### config.mk
export PLATFORM = sky130hd
export DESIGN_NAME = fp_comp_sched_flat
export DESIGN_NICKNAME = d
export VERILOG_FILES = /design/src/rtl/fp_comp_sched_if.sv /design/src/rtl/fp_comp_sched.sv /design/src/flat_wrapper.sv
export SDC_FILE = /design/constraint.sdc
export NUM_CORES = 1
export LEC_CHECK = 0
export BUFFER_PORTS_ARGS = -buffer_cell sky130_fd_sc_hd__clkbuf_2
export CAP_MARGIN = 5
export CORE_AREA = 2 2 138 140
export DETAILED_ROUTE_END_ITERATION = 10
export DIE_AREA = 0 0 140 142
export PLACE_DENSITY = 0.47
export SYNTH_ARGS = -nofsm -noshare
export SYNTH_HDL_FRONTEND = slang
export SYNTH_SLANG_ARGS = --single-unit
### constraint.sdc
create_clock -name clk -period 3.21 [get_ports clk]
set_input_delay 0.963 -clock clk [delete_from_list [all_inputs] [get_ports clk]]
set_output_delay 0.963 -clock clk [all_outputs]
set_load 0.03 [all_outputs]
### src/rtl/fp_comp_sched_if.sv
// Requester-side bus of the shared FP32 comparator scheduler.
// The master side is the requester pool; the slave side is the scheduler.
interface fp_comp_sched_if #(
    parameter int unsigned NREQ = 4
);
    logic [NREQ-1:0]    req_valid;
    logic [NREQ-1:0]    req_ready;
    logic [NREQ*32-1:0] req_a;
    logic [NREQ*32-1:0] req_b;
    logic [NREQ-1:0]    rsp_valid;
    logic               rsp_less;
    logic               rsp_eq;
    logic               rsp_great;
    logic               rsp_inv;

    modport master (
        output req_valid, req_a, req_b,
        input  req_ready, rsp_valid, rsp_less, rsp_eq, rsp_great, rsp_inv
    );

    modport slave (
        input  req_valid, req_a, req_b,
        output req_ready, rsp_valid, rsp_less, rsp_eq, rsp_great, rsp_inv
    );
endinterface

### src/rtl/fp_comp_sched.sv
// Round-robin scheduler sharing one fixed-latency FP32 comparator among NREQ requesters.
// Issued operations are tracked by a one-hot tag pipeline so each result returns to its owner.
module fp_comp_sched #(
    parameter int unsigned NREQ    = 4,
    parameter int unsigned CMP_LAT = 1,
    parameter int unsigned IDW     = 2,
    parameter int unsigned CNTW    = 8
) (
    input  logic            clk,
    input  logic            rst,
    input  logic            enable,
    input  logic            clr_cnt,
    fp_comp_sched_if.slave  bus,
    output logic [31:0]     cmp_a,
    output logic [31:0]     cmp_b,
    input  logic            cmp_less,
    input  logic            cmp_eq,
    input  logic            cmp_great,
    input  logic            cmp_inv,
    output logic            busy,
    output logic            idle,
    output logic [CNTW-1:0] inv_cnt
);

    typedef enum logic [1:0] {StHalt, StRun, StDrain} state_e;

    state_e                      state_q, state_d;
    logic [IDW-1:0]              rr_ptr_q;
    logic [CMP_LAT-1:0]          stage_v_q;
    logic [CMP_LAT-1:0][NREQ-1:0] stage_id_q;
    logic [CNTW-1:0]             inv_cnt_q;

    logic                        grant_found;
    logic [IDW-1:0]              grant_id;
    logic [IDW-1:0]              idx;
    logic [NREQ-1:0]             grant_oh;
    logic                        transfer;
    logic [CMP_LAT-1:0]          early_v;
    logic                        last_v;

    // Round-robin search starting at rr_ptr; pointer arithmetic wraps since NREQ = 2**IDW.
    always_comb begin
        grant_found = 1'b0;
        grant_id    = '0;
        grant_oh    = '0;
        idx         = '0;
        for (int unsigned k = 0; k < NREQ; k++) begin
            idx = rr_ptr_q + IDW'(k);
            if (!grant_found && bus.req_valid[idx]) begin
                grant_found = 1'b1;
                grant_id    = idx;
            end
        end
        if (grant_found) begin
            grant_oh[grant_id] = 1'b1;
        end
    end

    // Grant, operand mux and response routing; everything is zero when not qualified.
    always_comb begin
        transfer      = (state_q == StRun) && grant_found;
        bus.req_ready = transfer ? grant_oh : '0;
        cmp_a         = transfer ? bus.req_a[{grant_id, 5'd0} +: 32] : '0;
        cmp_b         = transfer ? bus.req_b[{grant_id, 5'd0} +: 32] : '0;
        last_v        = stage_v_q[CMP_LAT-1];
        bus.rsp_valid = last_v ? stage_id_q[CMP_LAT-1] : '0;
        bus.rsp_less  = cmp_less  & last_v;
        bus.rsp_eq    = cmp_eq    & last_v;
        bus.rsp_great = cmp_great & last_v;
        bus.rsp_inv   = cmp_inv   & last_v;
        busy          = |stage_v_q;
        idle          = (state_q == StHalt);
        inv_cnt       = inv_cnt_q;
        // Tags not in the last stage: if none, the pipeline is empty after this edge.
        early_v          = stage_v_q;
        early_v[CMP_LAT-1] = 1'b0;
    end

    // Next-state logic for the enable/drain controller.
    always_comb begin
        state_d = state_q;
        unique case (state_q)
            StHalt:  if (enable) state_d = StRun;
            StRun:   if (!enable) state_d = StDrain;
            StDrain: begin
                if (enable) begin
                    state_d = StRun;
                end else if (early_v == '0) begin
                    state_d = StHalt;
                end
            end
            default: state_d = StHalt;
        endcase
    end

    // State, round-robin pointer and tag pipeline registers.
    always_ff @(posedge clk or negedge rst) begin
        if (!rst) begin
            state_q    <= StHalt;
            rr_ptr_q   <= '0;
            stage_v_q  <= '0;
            stage_id_q <= '0;
        end else begin
            state_q <= state_d;
            if (transfer) begin
                rr_ptr_q <= grant_id + 1'b1;
            end
            stage_v_q[0]  <= transfer;
            stage_id_q[0] <= transfer ? grant_oh : '0;
            for (int unsigned s = 1; s < CMP_LAT; s++) begin
                stage_v_q[s]  <= stage_v_q[s-1];
                stage_id_q[s] <= stage_id_q[s-1];
            end
        end
    end

    // Saturating invalid-result counter; clear wins over a same-cycle increment.
    always_ff @(posedge clk or negedge rst) begin
        if (!rst) begin
            inv_cnt_q <= '0;
        end else if (clr_cnt) begin
            inv_cnt_q <= '0;
        end else if (bus.rsp_inv && (inv_cnt_q != '1)) begin
            inv_cnt_q <= inv_cnt_q + 1'b1;
        end
    end

endmodule

### src/flat_wrapper.sv
// flat-port wrapper written by rule: the top's interface ports become plain ports
module fp_comp_sched_flat 
#(
    parameter int unsigned NREQ    = 4,
    parameter int unsigned CMP_LAT = 1,
    parameter int unsigned IDW     = 2,
    parameter int unsigned CNTW    = 8
)
  (clk, rst, enable, clr_cnt, cmp_a, cmp_b, cmp_less, cmp_eq, cmp_great, cmp_inv, busy, idle, inv_cnt, bus_req_valid, bus_req_a, bus_req_b, bus_req_ready, bus_rsp_valid, bus_rsp_less, bus_rsp_eq, bus_rsp_great, bus_rsp_inv);
  fp_comp_sched_if #(.NREQ(NREQ)) bus_i ();
  input  logic clk;
  input  logic rst;
  input  logic enable;
  input  logic clr_cnt;
  output logic [31:0] cmp_a;
  output logic [31:0] cmp_b;
  input  logic cmp_less;
  input  logic cmp_eq;
  input  logic cmp_great;
  input  logic cmp_inv;
  output logic busy;
  output logic idle;
  output logic [CNTW-1:0] inv_cnt;
  input wire logic [$bits(bus_i.req_valid)-1:0] bus_req_valid;
  input wire logic [$bits(bus_i.req_a)-1:0] bus_req_a;
  input wire logic [$bits(bus_i.req_b)-1:0] bus_req_b;
  output wire logic [$bits(bus_i.req_ready)-1:0] bus_req_ready;
  output wire logic [$bits(bus_i.rsp_valid)-1:0] bus_rsp_valid;
  output wire logic [$bits(bus_i.rsp_less)-1:0] bus_rsp_less;
  output wire logic [$bits(bus_i.rsp_eq)-1:0] bus_rsp_eq;
  output wire logic [$bits(bus_i.rsp_great)-1:0] bus_rsp_great;
  output wire logic [$bits(bus_i.rsp_inv)-1:0] bus_rsp_inv;
  assign bus_i.req_valid = bus_req_valid;
  assign bus_i.req_a = bus_req_a;
  assign bus_i.req_b = bus_req_b;
  assign bus_req_ready = bus_i.req_ready;
  assign bus_rsp_valid = bus_i.rsp_valid;
  assign bus_rsp_less = bus_i.rsp_less;
  assign bus_rsp_eq = bus_i.rsp_eq;
  assign bus_rsp_great = bus_i.rsp_great;
  assign bus_rsp_inv = bus_i.rsp_inv;
  fp_comp_sched #(.NREQ(NREQ), .CMP_LAT(CMP_LAT), .IDW(IDW), .CNTW(CNTW)) u_core (.clk(clk), .rst(rst), .enable(enable), .clr_cnt(clr_cnt), .bus(bus_i), .cmp_a(cmp_a), .cmp_b(cmp_b), .cmp_less(cmp_less), .cmp_eq(cmp_eq), .cmp_great(cmp_great), .cmp_inv(cmp_inv), .busy(busy), .idle(idle), .inv_cnt(inv_cnt));
endmodule
After elaboration in Yosys (flattened, before gate mapping)

Cells that the tools add are included.
W data, S select, Z words.

Register bits: 17
Output and inout port bits: 86
Input port bits: 268
Logic and storage cells: 68

Reduce and logical (&&, ||, !) cells: 12
Mux-type cells: 29
Equality and inequality tests: 5
Bitwise operators: 4
Shifts and indexed selects: 2
$lt $le $gt $ge: 6
Add/subtract/negate cells: 5

Operators by type and width:

| operator              | count |
|---|---|
| $shiftx A128 B8 Y32   | 2 |
| $mux W32              | 2 |
| $mux W8               | 2 |
| $lt A2 B3 Y1 const B  | 5 |
| $mux W2               | 6 |
| $mux W4               | 3 |
| $mux W1               | 10 |
| $add A8 B1 Y8 const B | 1 |
| $bmux W1 S2           | 4 |
| $ne A8 B8 Y1 const B  | 1 |
| $logic_and A1 B1 Y1   | 6 |
| $pmux W2 S3           | 1 |
| $add A2 B1 Y2 const B | 2 |
| $add A2 B2 Y2 const B | 2 |
| $and A1 B1 Y1         | 4 |
| $ne A2 B2 Y1 const B  | 2 |
| $logic_not A1 Y1      | 3 |
| $demux W1 S2          | 1 |
| $eq A2 B1 Y1 const B  | 1 |
| $eq A2 B2 Y1 const B  | 1 |
| $ge A2 B1 Y1 const B  | 1 |
| $logic_not A2 Y1      | 1 |
| $reduce_and A2 Y1     | 1 |
| $reduce_bool A2 Y1    | 1 |

Longest topological paths before layout

Gate-level depths: netlist (run 1).

Depth after elaboration: 18
Mapped depth: 7

Least setup slack after synthesis (run 1)

Ideal clock, no wire load.

Path type: input-to-output
From: input port bus_req_valid[2]
To: output port cmp_a[0]
Path buffers: 2
Path slack: -155 ps
Arrival time: 2402 ps
Stages: 7
Cells stage by stage: or2b_1 -> a21oi_1 -> nor2_4 -> buf_12 -> buf_12 -> mux2i_1 -> o22ai_1

Longest elaborated chain between the ends: 14

Ends and longest elaborated chain:

| what                                                       | line                                     | text |
|---|---|---|
| start, declared                                            | flat_wrapper.sv:24                       | `input wire logic [$bits(bus_i.req_valid)-1:0] bus_req_valid;` |
| $bmux W1 S2                                                | fp_comp_sched.sv:49                      | `if (!grant_found && bus.req_valid[idx]) begin` |
| $mux W1 (not written as such)                              | fp_comp_sched.sv:49                      |  |
| $mux W1                                                    | fp_comp_sched.sv:49                      |  |
| $logic_not A1 Y1                                           | fp_comp_sched.sv:49                      |  |
| $logic_and A1 B1 Y1                                        | fp_comp_sched.sv:49                      |  |
| $mux W1                                                    | fp_comp_sched.sv:49                      |  |
| $logic_not A1 Y1                                           | fp_comp_sched.sv:49                      |  |
| $logic_and A1 B1 Y1                                        | fp_comp_sched.sv:49                      |  |
| $mux W1                                                    | fp_comp_sched.sv:49                      |  |
| $logic_not A1 Y1                                           | fp_comp_sched.sv:49                      |  |
| $logic_and A1 B1 Y1                                        | fp_comp_sched.sv:49                      |  |
| $mux W2 or $mux W1 (tied branches)                         | fp_comp_sched.sv:49                      |  |
| $shiftx A128 B8 Y32 or $logic_and A1 B1 Y1 (tied branches) | fp_comp_sched.sv:63, fp_comp_sched.sv:61 |  |
| $mux W32 *                                                 | fp_comp_sched.sv:63                      | `cmp_a = transfer ? bus.req_a[{grant_id, 5'd0} +: 32] : '0;` |
| end, declared                                              | flat_wrapper.sv:15                       | `output logic [31:0] cmp_a;` |

Mark *: on every way between the ends. The rest lies on a longest branch, timed or not. The select of a mux whose other input is x is not followed.

Worst setup path in the final report (run 1)

From: input port bus_req_valid[2]
To: output port cmp_a[10]

Same word-level chain as after synthesis.

==> results.toml, run 1 <==
[placed_design]
hpwl_microns = 11200
pre_cts_ws_ps = -334
gp_congestion = 0.782
io_buffers = 353
placed_cell_area_sq_um = 5390
placed_cells = 900

[drt]
drtAntennaViolNets = 0
vias = 3978
wl_per_cell_microns = 16.7
drc = 18
drt_iter0_drc = 130
drtPass1Iterations = 9
via_per_inst = 4.32
postRouteWirelength_microns = 15300

[setup_path]
worst_setup_path_start_kind = "input pin"
r2r_slack_ps = 1420
r2r-end = "u_core.rr_ptr_q[1]"
critPathArrivalTime_ps = 2520
reg2reg_depth = 8
cp_max_fo = 9
r2r-start = "u_core.rr_ptr_q[1]"
required_ps = 2250
crit_type = "input pin to output pin"
cp-end-kind = "output pin"

[sta]
fin_skew_ps = 1.05
slew_violations = 0
fin_ws_ps = -277
finalCriticalPeriod_ps = 3490
setup_tns_ps = -13630
max_slew_margin = 0.708
hold_viol_final = 0
max_freq_mhz = 287
setup_viol = 64
worst_pin_slew_ps = 438
final.period_utilization = 1.09
rsz0062_at_grt = "yes"

[clock_network]
h-tree-depth = 1
clk_pin_slew_ps = 50
tritoncts = "yes"
clock_sinks = 17
cts_buffer_depth = 2
insertion_delay_ps = 250
cts_root_buf = "clkbuf_16"
cts_made_buffers = 3
cts_hold_buf = 0

[synthesis]
syn-instance-count = 305
yosysWarnings = 0
synth_area_per_cell_sq_um = 9.35
synth_seq_cells = 17
synthDistinctLibCells = 31
syn_area_sq_um = 2850
seq_area_frac_synth = 0.149
synth_fp_nets = 574

[power_and_ir_drop]
switching_share = 0.430
seq_power_share = 0.071
power.density_nw_per_um2 = 544
ir_drop_mv = 0.188
internal_power_mw = 2.09
p_leak_nw = 3.44
clockPowerShare = 0.068
share_comb_of_total_power = 0.861
p_sw_mw = 1.58

[layout]
fin_area_sq_um = 6760
layout.nets = 956
fin_cells = 920
drive_above_1_share = 0.770
diodes = 0
syn_to_final_growth_pct = 137

[floorplanning]
floorplan.initialDensity = 0.155
dieWidth_microns = 140
core_area_sq_um = 18500
row_count = 50
io-pin-count = 354
dieArea_sq_um = 19900
fp.dieH_microns = 142

[global_route]
grt_pass1_vias = 3999
antenna_found_initial = 0
overflow = 0
grt_max_degree = 32
grt_pass1_wl_microns = 21500
track_usage = 0.135

[min_path]
min_path_cells = 1
hold_end = "u_core.state_q[0]"
hold_path_startpoint = "u_core.state_q[1]"
hold_class = "register to register"

[outcome]
status = "finished, violations left"
violations = "DRC, setup timing"

[flow_run]
drv_cap = 0
through the flow:
stage / util / power (mW) / hold WS (ps)
floorplan: - / 2.00 / 445
global placement: 0.292 / 2.56 / 481
detailed placement: 0.292 / 2.56 / 478
CTS: 0.349 / 3.43 / 487
global route: 0.366 / 3.84 / 495
finish: 0.366 / 3.68 / 483
cell usage after synthesis:
cell	number	share of area
and4_1	1	0.0031
mux2i_1	130	0.46
nor2_4	1	0.0039
a21oi_1	6	0.011
ha_1	1	0.0044
buf_2	6	0.011
nor3_1	2	0.0035
buf_6	1	0.0039
inv_1	2	0.0026
nor2_1	16	0.021
o22ai_1	64	0.14
a21boi_0	1	0.0026
buf_8	2	0.011
or2b_1	1	0.0026
nand2_1	5	0.0066
o22ai_2	1	0.0044
a2bb2oi_2	1	0.0053
clkbuf_1	8	0.011
nand3b_1	1	0.0026
dfrtp_1	17	0.15
nor4_1	1	0.0022
a41oi_2	1	0.0057
nand3_1	1	0.0018
xnor2_1	2	0.0061
nand2b_1	3	0.0066
and3_1	2	0.0044
and2_1	7	0.015
buf_1	1	0.0013
nand4_1	3	0.0066
buf_12	11	0.077
xor2_1	6	0.018
cell families after synthesis:
| kind of cell | count (synthesis) | share of synthesized area |
|---|---|---|
| buffers and inverters | 31 | 0.117 |
| muxes | 130 | 0.456 |
| adders and majority gates | 1 | 0.00439 |
| xor gates and xnor gates | 8 | 0.0246 |
| AOI/OAI and AO/OA | 74 | 0.169 |
| and+or+nand+nor | 44 | 0.0803 |
| DFF | 17 | 0.149 |
what timing repair did:
item,in CTS,in global routing
setup endpoints to repair,68,68
pin swaps,11,17
resized for setup,163,61
setup buffers,5,3
gates cloned,7,2
cell usage in the layout (no fill, tap or decap), types with 2 or more instances in the layout:
cell	count
nor3_4	2
mux2i_4	8
buf_6	13
and3_1	2
buf_4	19
a21oi_2	2
and2_1	7
xor2_1	6
a21oi_1	4
nor2_4	2
nand2_1	4
clkbuf_8	62
buf_2	2
buf_8	4
clkbuf_16	5
nor2_1	14
nand2b_1	2
xnor2_1	2
o22ai_2	65
buf_16	3
clkbuf_2	284
bufbuf_16	5
inv_1	2
mux2i_1	89
mux2i_2	33
buf_12	11
dfrtp_1	17
nand4_1	3
power groups by stage:
stage / combinational, mW / clock, mW / sequential (mW)
finish: 3.17 / 0.250 / 0.260
floorplan: 1.74 / 0 / 0.262
global route: 3.31 / 0.267 / 0.263
global placement: 2.30 / 0 / 0.263
detailed placement: 2.29 / 0 / 0.262
CTS: 2.91 / 0.258 / 0.259
worst max-delay path by stage:
stage	slack, ps	cells after the start	start	endpoint
2_1_floorplan	-30	6	bus_req_valid[0]	bus_req_ready[2]
3_3_place_gp	-330	9	bus_req_valid[2]	cmp_a[10]
3_5_place_dp	-330	9	bus_req_valid[2]	cmp_a[8]
4_1_cts	-270	10	bus_req_valid[2]	cmp_a[10]
5_1_grt	-320	10	bus_req_valid[0]	cmp_a[13]
6_report	-280	10	bus_req_valid[2]	cmp_a[10]
critical path: stages:
cell and delay, ps:
buf_8 80, or2b_1 250, a21oi_2 200, nor2_4 50, buf_12 150, buf_12 140
buf_12 150, mux2i_1 130, o22ai_2 210, clkbuf_8 190
registers in the layout, indices dropped and copies added (netlist names):
signal             cells
u_core.inv_cnt         8
u_core.busy            1
u_core.state_q         2
u_core.stage_id_q      4
u_core.rr_ptr_q        2
layout make-up:
class	count	area, sq um
Timing Repair Buffer	406	3160
Inverter	2	7.51
Clock buffer	3	75.1
Multi-Input combinational cell	257	2800
Fill cell	1844	11700
Sequential cell	17	425
Tap cell	234	293
Clock inverter	1	5.00
routing by layer:
layer / up-vias / track usage / share of wire / routed length, microns
li1: 1946 / - / - / -
met1: 1828 / 0.171 / 0.41 / 6280
met2: 195 / 0.250 / 0.52 / 7910
met3: 9 / 0.0188 / 0.068 / 1050
met4: 0 / 0.0170 / 0.0062 / 95
met5: - / 0 / 0 / 0
No activity file was read; power rests on OpenSTA's default activity.
==> run 2, diff against run 1 <==
- CTS_BUF_LIST: unset -> sky130_fd_sc_hd__clkbuf_8
- GPL_ROUTABILITY_DRIVEN: unset -> 0
==> run 2 against run 1 <==
The run still ends with DRC, setup timing left. Maximum frequency barely moved. Combinational power hardly changed. Register-to-register slack about the same. Via count up 0.25%. Clock skew about the same. Global-route usage shrank 0.079 points. Sequential share of layout area barely moved. Routed wire length barely moved. Flip-flop and latch count is the same. Count of clock-buffer cells in the layout did not move. Critical endpoint unchanged.
==> results.toml, run 2 (synthesis gave the netlist of run 1 again) <==
[sta]
hold_viol_final = 0
fin_skew_ps = 1.37
final.period_utilization = 1.09
worst_pin_slew_ps = 442
rsz0062_at_grt = "yes"
max_slew_margin = 0.705
finalCriticalPeriod_ps = 3490
fin_ws_ps = -276
slew_violations = 0
max_freq_mhz = 287
setup_viol = 64

[global_route]
grt_max_degree = 32
grt_util_met3 = 0.0168
grt_use_met2 = 0.248
use_met1 = 0.171
grt_pass1_vias = 3989
overflow = 0
antenna_found_initial = 0
grt_pass1_wl_microns = 21400
busiest_layer = "met2"
track_usage = 0.134

[placed_design]
io_buffers = 353
hpwl_microns = 11200
placed_cells = 900
pre_cts_ws_ps = -334

[power_and_ir_drop]
ir_drop_mv = 0.187
p_leak_nw = 3.42
power.density_nw_per_um2 = 533

[clock_network]
cts_root_buf = "clkbuf_8"
cts_hold_buf = 0
cts_made_buffers = 3
tritoncts = "yes"
clock_sinks = 17
h-tree-depth = 1
cts_buffer_depth = 2
insertion_delay_ps = 250
clk_pin_slew_ps = 70

[layout]
fillers = 1847
diodes = 0
layout.nets = 956
largest_reg_flops = 8
layout_common_cells = "284 x clkbuf_2, 89 x mux2i_1, 65 x o22ai_2, 65 x clkbuf_8, 33 x mux2i_2"
fin_cells = 920
drive_above_1_share = 0.770
syn_to_final_growth_pct = 136
final_common_cell = "clkbuf_2"

[floorplanning]
core_area_sq_um = 18500
floorplan.initialDensity = 0.155
io-pin-count = 354
dieWidth_microns = 140
fp.dieH_microns = 142
dieArea_sq_um = 19900
row_count = 50

[outcome]
violations = "DRC, setup timing"
status = "finished, violations left"

[setup_path]
max_stage_delay_ps = 250
required_ps = 2250
crit_top_cell = "buf_12"
cp-end-kind = "output pin"
cp_cell_sequence = "buf_8 > or2b_1 > a21oi_2 > nor2_4 > buf_12 > buf_12 > buf_12 > mux2i_1 > o22ai_2 > clkbuf_8"
cp_max_fo = 9
critPathSlowestCell = "or2b_1"
worst_setup_path_start_kind = "input pin"
critPathArrivalTime_ps = 2520
crit_type = "input pin to output pin"

[drt]
vias = 3988
via_per_inst = 4.33
wl_per_cell_microns = 16.7
postRouteWirelength_microns = 15300
drtAntennaViolNets = 0
drtPass1Iterations = 9
drc = 18
drt_iter0_drc = 144

[min_path]
hold_class = "register to register"

[flow_run]
drv_cap = 0
run 2: cell count changes in the layout (fill, tap and decap cells not counted):
cell / delta
clkbuf_8: +3
clkbuf_16: -3
run 2: final timing paths:
path | from | end | slack (ps) | cells past startpoint
hold reg to reg | u_core.state_q[1] | u_core.state_q[0] | 490 | 1
hold / removal | u_core.state_q[1] | u_core.state_q[0] | 490 | 1
setup reg to reg | u_core.rr_ptr_q[1] | u_core.rr_ptr_q[1] | 1420 | 8
setup / recovery | bus_req_valid[2] | cmp_a[10] | -280 | 10
min in group asynchronous | rst | u_core.inv_cnt[6] | 640 | 1
max in group asynchronous | rst | u_core.inv_cnt[3] | 2280 | 1
run 2: layer usage:
metal | vias to the layer above | routed length (microns)
met5 | - | 0
met4 | 0 | 91
met3 | 8 | 1010
met2 | 192 | 7930
met1 | 1840 | 6300
li1 | 1948 | -
run 2: metrics by stage:
| step | power, mW | hold slack, ps | instance area (sq um) | utilization | setup TNS [ps] |
|---|---|---|---|---|---|
| after floorplan | 2.00 | 445 | 3270 | - | -27.1 |
| after detailed placement | 2.56 | 478 | 5390 | 0.292 | -17650 |
| after global routing | 3.75 | 497 | 6730 | 0.364 | -18000 |
| after global placement | 2.56 | 481 | 5390 | 0.292 | -17540 |
| after CTS | 3.34 | 490 | 6410 | 0.347 | -14840 |
| final | 3.59 | 488 | 6730 | 0.364 | -13630 |
run 2: area by class of cell:
cell class	instances	area [sq um]	area share
sequential	17	425	0.0632
multi-input combinational	257	2800	0.416
clock buffer	3	41.3	0.00614
tap	234	293	0.0435
clock inverter	1	5.00	0.000744
timing repair buffer	406	3160	0.469
inverter	2	7.51	0.00112
run 2: report_power, final:
| part | switching, mW | total [mW] | internal, mW |
|---|---|---|---|
| logic | 1.48 | 3.17 | 1.69 |
| clock network | 0.0736 | 0.160 | 0.0860 |
| registers | 0.0234 | 0.260 | 0.236 |
| total | 1.57 | 3.59 | 2.01 |
run 2: critical path, delay by kind of cell:
| kind | cells | cell delay [ps] |
|---|---|---|
| multiplexers | 1 | 130 |
| AND/OR/NAND/NOR | 2 | 300 |
| buffers and inverters | 5 | 710 |
| AO/OA/AOI/OAI | 2 | 410 |
run 2: timing repair:
action / in CTS / in global routing
endpoints found under the setup margin: 68 / 68
pin swaps: 11 / 17
setup buffers: 5 / 3
gates resized for setup: 163 / 61
gates cloned: 7 / 2
